$ cat src/rtl/ifu_ibuf_pkg.sv
// Shared IFU/IDU instruction-buffer constants and entry type.
// The fetch unit sizes its request window against IBUF_AFULL_TH.
package ifu_ibuf_pkg;
  localparam int IBUF_PC_W     = 64;
  localparam int IBUF_INST_W   = 32;
  localparam int IBUF_DEPTH    = 8;
  localparam int IBUF_PTR_W    = $clog2(IBUF_DEPTH);
  localparam int IBUF_AFULL_TH = 6;

  typedef struct packed {
    logic [IBUF_PC_W-1:0]   pc;
    logic [IBUF_INST_W-1:0] inst;
  } ibuf_entry_t;
endpackage

$ cat src/rtl/ifu_ibuf_if.sv
// Fetch-side write port, ID-side head port and control for the instruction buffer.
interface ifu_ibuf_if import ifu_ibuf_pkg::*; #(
  parameter int PTR_W = IBUF_PTR_W
) ();
  logic                   rtu_global_flush;
  logic                   ifu_ibuf_wr_vld;
  logic [IBUF_PC_W-1:0]   ifu_ibuf_wr_pc;
  logic [IBUF_INST_W-1:0] ifu_ibuf_wr_inst;
  logic                   ibuf_wr_rdy;
  logic                   ibuf_afull;
  logic [PTR_W:0]         ibuf_cnt;
  logic                   y_idu_id_stall_ctrl;
  logic                   ifu_idu_id_inst_vld;
  logic [IBUF_PC_W-1:0]   ifu_idu_id_inst_pc;
  logic [IBUF_INST_W-1:0] ifu_idu_id_inst;

  modport master (
    output rtu_global_flush, ifu_ibuf_wr_vld, ifu_ibuf_wr_pc, ifu_ibuf_wr_inst, y_idu_id_stall_ctrl,
    input  ibuf_wr_rdy, ibuf_afull, ibuf_cnt, ifu_idu_id_inst_vld, ifu_idu_id_inst_pc, ifu_idu_id_inst
  );

  modport slave (
    input  rtu_global_flush, ifu_ibuf_wr_vld, ifu_ibuf_wr_pc, ifu_ibuf_wr_inst, y_idu_id_stall_ctrl,
    output ibuf_wr_rdy, ibuf_afull, ibuf_cnt, ifu_idu_id_inst_vld, ifu_idu_id_inst_pc, ifu_idu_id_inst
  );
endinterface

$ cat src/rtl/ifu_ibuf.sv
// IFU->IDU instruction buffer: DEPTH-entry FIFO of {pc, inst}, one release per
// unstalled cycle, combinational head read, emptied on global flush.
module ifu_ibuf import ifu_ibuf_pkg::*; #(
  parameter int DEPTH    = IBUF_DEPTH,
  parameter int PTR_W    = $clog2(DEPTH),
  parameter int AFULL_TH = IBUF_AFULL_TH
) (
  input  logic       clk,
  input  logic       rst_clk,
  ifu_ibuf_if.slave  bif
);
  localparam logic [PTR_W:0] CNT_FULL  = (PTR_W+1)'(DEPTH);
  localparam logic [PTR_W:0] CNT_AFULL = (PTR_W+1)'(AFULL_TH);

  ibuf_entry_t       mem [DEPTH];
  ibuf_entry_t       head;
  logic [PTR_W-1:0]  rd_ptr, wr_ptr;
  logic [PTR_W:0]    cnt;
  logic              empty, full, flush, push, pop;

  assign flush = bif.rtu_global_flush;
  assign empty = (cnt == '0);
  assign full  = (cnt == CNT_FULL);
  // full blocks the push even when a pop frees a slot this cycle
  assign push  = bif.ifu_ibuf_wr_vld & ~full & ~flush;
  assign pop   = ~empty & ~bif.y_idu_id_stall_ctrl & ~flush;

  always_ff @(posedge clk or negedge rst_clk) begin
    if (!rst_clk) begin
      for (int i = 0; i < DEPTH; i++) mem[i] <= '0;
    end else if (push) begin
      mem[wr_ptr] <= '{pc: bif.ifu_ibuf_wr_pc, inst: bif.ifu_ibuf_wr_inst};
    end
  end

  always_ff @(posedge clk or negedge rst_clk) begin
    if (!rst_clk) begin
      rd_ptr <= '0;
      wr_ptr <= '0;
    end else if (flush) begin
      rd_ptr <= '0;
      wr_ptr <= '0;
    end else begin
      if (push) wr_ptr <= wr_ptr + PTR_W'(1);
      if (pop)  rd_ptr <= rd_ptr + PTR_W'(1);
    end
  end

  always_ff @(posedge clk or negedge rst_clk) begin
    if (!rst_clk)   cnt <= '0;
    else if (flush) cnt <= '0;
    else begin
      case ({push, pop})
        2'b10:   cnt <= cnt + (PTR_W+1)'(1);
        2'b01:   cnt <= cnt - (PTR_W+1)'(1);
        default: cnt <= cnt;
      endcase
    end
  end

  // storage is not cleared on flush; stale entries are hidden by the empty gate
  assign head                    = mem[rd_ptr];
  assign bif.ifu_idu_id_inst_vld = ~empty;
  assign bif.ifu_idu_id_inst_pc  = empty ? '0 : head.pc;
  assign bif.ifu_idu_id_inst     = empty ? '0 : head.inst;
  assign bif.ibuf_wr_rdy         = ~full;
  assign bif.ibuf_afull          = (cnt >= CNT_AFULL);
  assign bif.ibuf_cnt            = cnt;

  a_cnt_max:  assert property (@(posedge clk) disable iff (!rst_clk) cnt <= CNT_FULL);
  a_ptr_diff: assert property (@(posedge clk) disable iff (!rst_clk)
                               (wr_ptr - rd_ptr) == cnt[PTR_W-1:0]);
  a_no_ovf:   assert property (@(posedge clk) disable iff (!rst_clk) !(push && full));
  a_no_unf:   assert property (@(posedge clk) disable iff (!rst_clk) !(pop && empty));
endmodule

$ cat src/flat_wrapper.sv
// flat-port wrapper written by rule: the top's interface ports become plain ports
module ifu_ibuf_flat import ifu_ibuf_pkg::*;
#(
  parameter int DEPTH    = IBUF_DEPTH,
  parameter int PTR_W    = $clog2(DEPTH),
  parameter int AFULL_TH = IBUF_AFULL_TH
)
  (clk, rst_clk, bif_rtu_global_flush, bif_ifu_ibuf_wr_vld, bif_ifu_ibuf_wr_pc, bif_ifu_ibuf_wr_inst, bif_y_idu_id_stall_ctrl, bif_ibuf_wr_rdy, bif_ibuf_afull, bif_ibuf_cnt, bif_ifu_idu_id_inst_vld, bif_ifu_idu_id_inst_pc, bif_ifu_idu_id_inst);
  ifu_ibuf_if #(.PTR_W(PTR_W)) bif_i ();
  input  logic clk;
  input  logic rst_clk;
  input wire logic [$bits(bif_i.rtu_global_flush)-1:0] bif_rtu_global_flush;
  input wire logic [$bits(bif_i.ifu_ibuf_wr_vld)-1:0] bif_ifu_ibuf_wr_vld;
  input wire logic [$bits(bif_i.ifu_ibuf_wr_pc)-1:0] bif_ifu_ibuf_wr_pc;
  input wire logic [$bits(bif_i.ifu_ibuf_wr_inst)-1:0] bif_ifu_ibuf_wr_inst;
  input wire logic [$bits(bif_i.y_idu_id_stall_ctrl)-1:0] bif_y_idu_id_stall_ctrl;
  output wire logic [$bits(bif_i.ibuf_wr_rdy)-1:0] bif_ibuf_wr_rdy;
  output wire logic [$bits(bif_i.ibuf_afull)-1:0] bif_ibuf_afull;
  output wire logic [$bits(bif_i.ibuf_cnt)-1:0] bif_ibuf_cnt;
  output wire logic [$bits(bif_i.ifu_idu_id_inst_vld)-1:0] bif_ifu_idu_id_inst_vld;
  output wire logic [$bits(bif_i.ifu_idu_id_inst_pc)-1:0] bif_ifu_idu_id_inst_pc;
  output wire logic [$bits(bif_i.ifu_idu_id_inst)-1:0] bif_ifu_idu_id_inst;
  assign bif_i.rtu_global_flush = bif_rtu_global_flush;
  assign bif_i.ifu_ibuf_wr_vld = bif_ifu_ibuf_wr_vld;
  assign bif_i.ifu_ibuf_wr_pc = bif_ifu_ibuf_wr_pc;
  assign bif_i.ifu_ibuf_wr_inst = bif_ifu_ibuf_wr_inst;
  assign bif_i.y_idu_id_stall_ctrl = bif_y_idu_id_stall_ctrl;
  assign bif_ibuf_wr_rdy = bif_i.ibuf_wr_rdy;
  assign bif_ibuf_afull = bif_i.ibuf_afull;
  assign bif_ibuf_cnt = bif_i.ibuf_cnt;
  assign bif_ifu_idu_id_inst_vld = bif_i.ifu_idu_id_inst_vld;
  assign bif_ifu_idu_id_inst_pc = bif_i.ifu_idu_id_inst_pc;
  assign bif_ifu_idu_id_inst = bif_i.ifu_idu_id_inst;
  ifu_ibuf #(.DEPTH(DEPTH), .PTR_W(PTR_W), .AFULL_TH(AFULL_TH)) u_core (.clk(clk), .rst_clk(rst_clk), .bif(bif_i));
endmodule
$ cat config.mk
export PLATFORM = sky130hd
export DESIGN_NAME = ifu_ibuf_flat
export DESIGN_NICKNAME = d
export VERILOG_FILES = /design/src/rtl/ifu_ibuf_pkg.sv /design/src/rtl/ifu_ibuf_if.sv /design/src/rtl/ifu_ibuf.sv /design/src/flat_wrapper.sv
export SDC_FILE = /design/constraint.sdc
export NUM_CORES = 1
export LEC_CHECK = 0
export CORE_MARGIN = 8
export CORE_UTILIZATION = 60
export DETAILED_ROUTE_END_ITERATION = 7
export PLACE_DENSITY = 0.78
export SYNTH_ARGS = -nofsm -noshare
export SYNTH_HDL_FRONTEND = slang
export SYNTH_SLANG_ARGS = --single-unit
$ cat constraint.sdc
create_clock -name clk -period 2.9 [get_ports clk]
set_input_delay 0.435 -clock clk [delete_from_list [all_inputs] [get_ports clk]]
set_output_delay 0.435 -clock clk [all_outputs]
set_load 0.005 [all_outputs]
## Word level (Yosys, flattened, before mapping)

Cells that the tools add are included.

- Bits in registers: 778
- Word-level logic and storage cells: 59
- Bits of input ports: 101

- Add/subtract/negate cells: 4
- Bitwise operators: 10
- Multiplexer cells: 14
- Magnitude comparators: 4
- Equality and inequality tests: 3
- Reductions and logical operators: 5

Operators by type and width:

| operator | count |
|---|---|
| bitwise mux 768 bit | 1 |
| binary-select mux 96 bit (select 3 bit) | 1 |
| demux 96 bit (select 3 bit) | 1 |
| 2-to-1 mux 96 bit | 3 |
| 2-to-1 mux 64 bit | 1 |
| 2-to-1 mux 32 bit | 1 |
| 2-to-1 mux 3 bit | 4 |
| >= comparator 4 bit, second input constant | 2 |
| NOT 3 -> 4 bit | 2 |
| one-hot mux 4 bit (2 select lines) | 1 |
| adder 3 x 1 -> 3 bit, second input constant | 2 |
| adder 4 x 1 -> 4 bit, second input constant | 1 |
| AND 1 bit | 4 |
| equality test 4 bit, second input constant | 1 |
| >= comparator 4 x 3 -> 1 bit, second input constant | 1 |
| logical NOT 4 bit | 1 |
| < comparator 4 x 1 -> 1 bit, second input constant | 1 |
| 2-to-1 mux 4 bit | 1 |
| NOT 1 bit | 4 |
| nonzero test 2 bit | 2 |
| subtractor 4 x 1 -> 4 bit, second input constant | 1 |
| nonzero test 3 bit | 1 |
| equality test 2 x 1 -> 1 bit, second input constant | 1 |
| equality test 2 bit, second input constant | 1 |
| logical AND 1 bit | 1 |

## Longest topological paths before layout

- Word-level depth: 7
- Mapped depth: 12
- Gate-level depth less buffers: 10

## Worst setup path after synthesis

No wires, ideal clock.

- Path kind: register to register
- From: reg u_core.cnt[1] (netlist: u_core.bif.ibuf_cnt[1])
- To: reg u_core.cnt[3] (netlist: u_core.bif.ibuf_cnt[3])
- Cell stages (with the launch flop): 13
- Library setup time: 0.132 ns
- Slack: 0.132 ns
- Data arrival time: 2.636 ns
- Required time: 2.768 ns
- Cells stage by stage: dfrtp_1 buf_6 or4b_1 buf_2 and2_1 clkbuf_1 nor3_1 ha_1 a31o_2 o2111ai_1 o41ai_2 xnor2_1 nor2_1

- Word-level cells in the longest chain between the ends: 7
- Elaborated cells on any way between the ends: 15
- Those cells by class: add/sub: 2; eq/ne: 3; mux: 2; bitwise: 6; reduce/logical: 2

Ends and longest elaborated chain:

| item | RTL line | text |
|---|---|---|
| start, declared | ifu_ibuf.sv:18 | `logic [PTR_W:0] cnt;` |
| start signal, assigned | ifu_ibuf.sv:54 | `2'b10: cnt <= cnt + (PTR_W+1)'(1);` |
| start signal, assigned | ifu_ibuf.sv:55 | `2'b01: cnt <= cnt - (PTR_W+1)'(1);` |
| start signal, assigned | ifu_ibuf.sv:56 | `default: cnt <= cnt;` |
| equality test 4 bit * | ifu_ibuf.sv:23 | `assign full = (cnt == CNT_FULL);` |
| NOT 1 bit * | - |  |
| via bif_ibuf_wr_rdy | flat_wrapper.sv:17 | `output wire logic [$bits(bif_i.ibuf_wr_rdy)-1:0] bif_ibuf_wr_rdy;` |
| AND 1 bit * (2 in a row) | ifu_ibuf.sv:25 | `assign push = bif.ifu_ibuf_wr_vld & ~full & ~flush;` |
| equality test 2 x 1 -> 1 bit / equality test 2 bit (equally long branches) | ifu_ibuf.sv:53 | `case ({push, pop})` |
| one-hot mux 4 bit (2 select lines) | ifu_ibuf.sv:53 |  |
| 2-to-1 mux 4 bit | ifu_ibuf.sv:51 | `else if (flush) cnt <= '0;` |

The timed path passes the listed nets; every way through them passes the cells marked *.
A chain may end at the register's enable or synchronous reset.

## Worst setup path in the final report

- From: reg u_core.rd_ptr[0]
- To: out bif_ifu_idu_id_inst[3]

- Word-level cells in the longest chain between the ends: 5

Ends and longest elaborated chain:

| item | RTL line | text |
|---|---|---|
| start, declared | ifu_ibuf.sv:17 | `logic [PTR_W-1:0] rd_ptr, wr_ptr;` |
| start signal, assigned | ifu_ibuf.sv:45 | `if (pop) rd_ptr <= rd_ptr + PTR_W'(1);` |
| NOT 3 -> 4 bit (implied by the code) | ifu_ibuf.sv:62 | `assign head = mem[rd_ptr];` |
| binary-select mux 96 bit (select 3 bit) | ifu_ibuf.sv:62 |  |
| 2-to-1 mux 96 bit (implied by the code) (2 in a row) | ifu_ibuf.sv:62 |  |
| 2-to-1 mux 32 bit | ifu_ibuf.sv:65 | `assign bif.ifu_idu_id_inst = empty ? '0 : head.inst;` |
| end, declared | flat_wrapper.sv:22 | `output wire logic [$bits(bif_i.ifu_idu_id_inst)-1:0] bif_ifu_idu_id_inst;` |

No other way between the ends. The select of a mux whose other input is x is not followed.

==> metrics list <==
- Outcome: complete, but fails checks
- Violations in the final reports: setup timing
- Routed wire length per instance: 25.6 µm
- Before CTS, the worst setup slack after placement is between 100 and 150 ps.
- The filler cells instantiated in the layout total 3691.
- The tightest min-delay check is of the primary input to asynchronous set/reset pin type.
* Final Cycle Share: 1.07
- A synthesized cell averages roughly 16 µm².
* Endpoint of the worst register-to-register path: u_core.bif.ibuf_cnt[3]$_DFFE_PN0P_
- Final setup violating endpoints: 71
- In this run the critical register-to-register path is launched from u_core.bif.ibuf_cnt[3]$_DFFE_PN0P_.
- Entering global routing, the biggest net connects 73 pins.
- Initial detailed-routing violation count: about 1200
* TritonCTS clock tree: built
- Share of flip-flops with an asynchronous set or reset after synthesis: 1.00
* Wire length of the first global-routing pass: roughly 130000 µm
- Total number of nets in the final design: 2552
- Die Footprint: 66800 µm²
- The most critical setup path has its endpoint at bif_ifu_idu_id_inst[3].
* Total wire length: 84300 µm
- Compared with the post-synthesis result, the final layout area differs by 19.8%.
* Die Width: 258 µm
- Counting distinct cell types in the post-synthesis netlist gives 36.
* Setup repair after global routing missed its margin: yes
- HPWL reported at the end of detailed placement: 49400 µm
- Minimum setup slack in the final design: -193 ps
- Number of placed instances, taps included: 3065
* Port buffer count: 203
* IO Count: 204
- Max-slew violation count: 0
- Count of H-tree levels built during CTS: 3
* Period minus WS final: 3090 ps
* Number of global-route vias before repair: 22600
* Number of synthesized register bits: 778
- The count of nets left with antenna violations once routing finished came out at 0.
- Total congestion overflow: 0
* Number of warnings reported in the yosys synthesis log: 0
- The initial antenna violation count was 10.
* Deepest clock path buffer count: 3
* Worst EP required: 2470 ps
- Root buffer cell: sky130_fd_sc_hd__clkbuf_16
- Post-detailed-route DRC marker count: 0
- Number of cells on the worst reg-to-reg path: 9
* Flip-flop cell with the highest count after synthesis: sky130_fd_sc_hd__dfrtp_1
* Sort of element at the end of the critical path: output port
* Critical Path Fanout Max: 6
* Post-DR vias/cell: 6.12
* Reg2Reg Setup Slack: approximately 150 ps
* Overall via count from detail_route: 20100
- Number of hold-slack violations in the final timing report: 0
- STA classifies the critical path startpoint as a flip-flop.
* Signal arrival time at the worst endpoint: 2660 ps
- The pre-antenna-repair detailed-routing pass consisted of 4 iterations.
* Cell Pwr Density: 900 nW/µm²
* Post-layout util: 0.721
* Number of instances in the synthesized netlist: 2140
- For this run, the total global-route usage over all layers was measured as 0.254.
* CTS buffer count: 80
* Crit Path Category: flip-flop to output port
- Placeable core region: 58600 µm²
* Number of synthesized flops with an enable pin: 0
* Maximum clock frequency: 323 MHz
* Worst slew slack as a fraction of its limit: 0.547
- Number of placement rows: between 80 and 90
- For the worst-skew pair, the clock arrives at the later sink with an insertion delay of just over 600 ps.
- Least-Margin Pin Slew: 680 ps
* Starting density of the core: 0.602
- Clock-pin slew was measured on the worst setup and hold paths at 60 ps.
* Reported leakage power: 19.5 nW
- The clock arrives with 13.8 ps of skew.
* Max-capacitance violation count: 0
* Last weighted congestion value of the routability-driven placer: 0.775
* Maximum vdd ir drop: 0.712 mV
* Post-Synthesis Net Count: 2245
- Sequential-to-total area share from yosys stat: 0.552
* Share of cells above drive strength 1: 0.480
- The critical path starts at u_core.rd_ptr[0]$_DFFE_PN0P_.
* Post-synth design cell area: roughly 35000 µm²
* Clock sinks: 778
- Vertical extent of the die: 258 µm
* Final non-filler cell total: approximately 3300
-- per-stage QoR --
step                total power [mW]  setup TNS, ps  instance area [µm²]  hold WS (ps)
floorplan                       22.0              0                35300           139
global placement                26.7              0                38600           393
detailed placement              27.3              0                38600           396
CTS                             38.4          -7880                42300           359
global route                    39.8         -11330                42200           388
finish                          38.0          -5590                42200           361
-- where the power goes --
part           switching, mW  internal [mW]
Sequential              1.57           13.8
Clock                   4.16           6.16
Combinational           5.27           7.04
-- cell type report --
class,instances,area (µm²),area share
antenna,8,20.0,0.000474
clock buffer,116,2310,0.0547
tap,773,967,0.0229
sequential,778,19500,0.461
clock inverter,26,324,0.00767
multi-input combinational,1208,15000,0.356
timing repair buffer,377,4110,0.0973
inverter,2,7.51,0.000178
-- synth_stat cells, types with 2 or more instances --
library cell	n	share of area
sky130_fd_sc_hd__nor3b_2	2	0.00071
sky130_fd_sc_hd__xnor2_1	5	0.0012
sky130_fd_sc_hd__inv_1	2	0.00021
sky130_fd_sc_hd__buf_6	20	0.0064
sky130_fd_sc_hd__mux2_2	576	0.18
sky130_fd_sc_hd__nor2_1	109	0.012
sky130_fd_sc_hd__mux2_1	192	0.061
sky130_fd_sc_hd__buf_2	40	0.0057
sky130_fd_sc_hd__mux4_2	192	0.12
sky130_fd_sc_hd__nand2_1	6	0.00064
sky130_fd_sc_hd__dfrtp_1	778	0.55
sky130_fd_sc_hd__buf_12	8	0.0045
sky130_fd_sc_hd__buf_4	23	0.0049
sky130_fd_sc_hd__nand3b_4	2	0.0011
sky130_fd_sc_hd__xor2_1	3	0.00074
sky130_fd_sc_hd__clkbuf_1	30	0.0032
sky130_fd_sc_hd__buf_8	6	0.0026
sky130_fd_sc_hd__buf_1	25	0.0027
sky130_fd_sc_hd__nor3_1	2	0.00028
sky130_fd_sc_hd__a21oi_1	2	0.00028
sky130_fd_sc_hd__ha_1	4	0.0014
sky130_fd_sc_hd__mux2i_1	99	0.028
-- repair_timing --
action,4_1_cts,5_1_grt
endpoints found under the setup margin,96,90
hold endpoints to repair,39,0
pin swaps,15,23
hold buffers,1,0
setup buffers,45,25
cloned,17,0
gates resized for setup,418,56
-- logic make-up (layout without fill, tap and decap cells) --
group | Yosys count | in the layout | share of synthesized area
muxes | 1059 | 1059 | 0.396
xor gates and xnor gates | 8 | 8 | 0.00199
buffers and inverters | 154 | 521 | 0.0301
adders and majority gates | 4 | 4 | 0.00142
other | 0 | 8 | 0
and+or+nand+nor | 128 | 128 | 0.0166
DFF | 778 | 778 | 0.552
AOI/OAI and AO/OA | 9 | 9 | 0.00223
-- routing by layer --
| layer | part of all wire | GRT usage | wire length (µm) |
|---|---|---|---|
| met5 | 0.00049 | 0 | 41 |
| met4 | 0.026 | 0.0908 | 2200 |
| met3 | 0.044 | 0.0449 | 3690 |
| met2 | 0.52 | 0.436 | 44000 |
| met1 | 0.41 | 0.327 | 34400 |
-- worst min path at each step --
stage | from | slack, ps | endpoint
after floorplan | rst_clk | 140 | u_core.bif.ibuf_cnt[0]$_DFFE_PN0P_
after global placement | rst_clk | 390 | u_core.mem[680]$_DFFE_PN0P_
after detailed placement | rst_clk | 400 | u_core.mem[584]$_DFFE_PN0P_
after CTS | rst_clk | 360 | u_core.mem[680]$_DFFE_PN0P_
after global routing | rst_clk | 390 | u_core.mem[680]$_DFFE_PN0P_
final | rst_clk | 360 | u_core.mem[584]$_DFFE_PN0P_
-- registers in the layout, summed over array words and instances (netlist names) --
register / cells
u_core.rd_ptr: 3
u_core.bif.ibuf_cnt: 4
u_core.mem: 768
u_core.wr_ptr: 3
-- worst max-delay path, cell delays in order (launching register included) --
cell and delay, ps:
sky130_fd_sc_hd__dfrtp_4 500, sky130_fd_sc_hd__buf_12 150, sky130_fd_sc_hd__buf_4 140, sky130_fd_sc_hd__buf_16 140, sky130_fd_sc_hd__buf_8 140, sky130_fd_sc_hd__buf_4 140
sky130_fd_sc_hd__mux4_2 440, sky130_fd_sc_hd__mux2i_1 180, sky130_fd_sc_hd__nor2_1 70, sky130_fd_sc_hd__buf_2 140
-- cells in the final DEF (no fill, tap or decap), types with 7 or more instances in the layout --
cell type and count:
sky130_fd_sc_hd__diode_2 8, sky130_fd_sc_hd__mux2_2 576, sky130_fd_sc_hd__buf_4 68, sky130_fd_sc_hd__mux2i_4 12
sky130_fd_sc_hd__clkbuf_1 22, sky130_fd_sc_hd__mux2i_2 18, sky130_fd_sc_hd__mux2_1 192, sky130_fd_sc_hd__buf_12 55
sky130_fd_sc_hd__mux4_2 192, sky130_fd_sc_hd__dfrtp_1 775, sky130_fd_sc_hd__buf_16 17, sky130_fd_sc_hd__nor2_1 96
sky130_fd_sc_hd__clkbuf_2 10, sky130_fd_sc_hd__clkbuf_8 11, sky130_fd_sc_hd__buf_2 74, sky130_fd_sc_hd__clkbuf_16 83
sky130_fd_sc_hd__dlygate4sd2_1 7, sky130_fd_sc_hd__buf_6 27, sky130_fd_sc_hd__nor2_2 12, sky130_fd_sc_hd__clkdlybuf4s50_1 106
sky130_fd_sc_hd__bufinv_16 7, sky130_fd_sc_hd__clkinv_2 13, sky130_fd_sc_hd__mux2i_1 69
No activity file was read; power rests on OpenSTA's default activity.
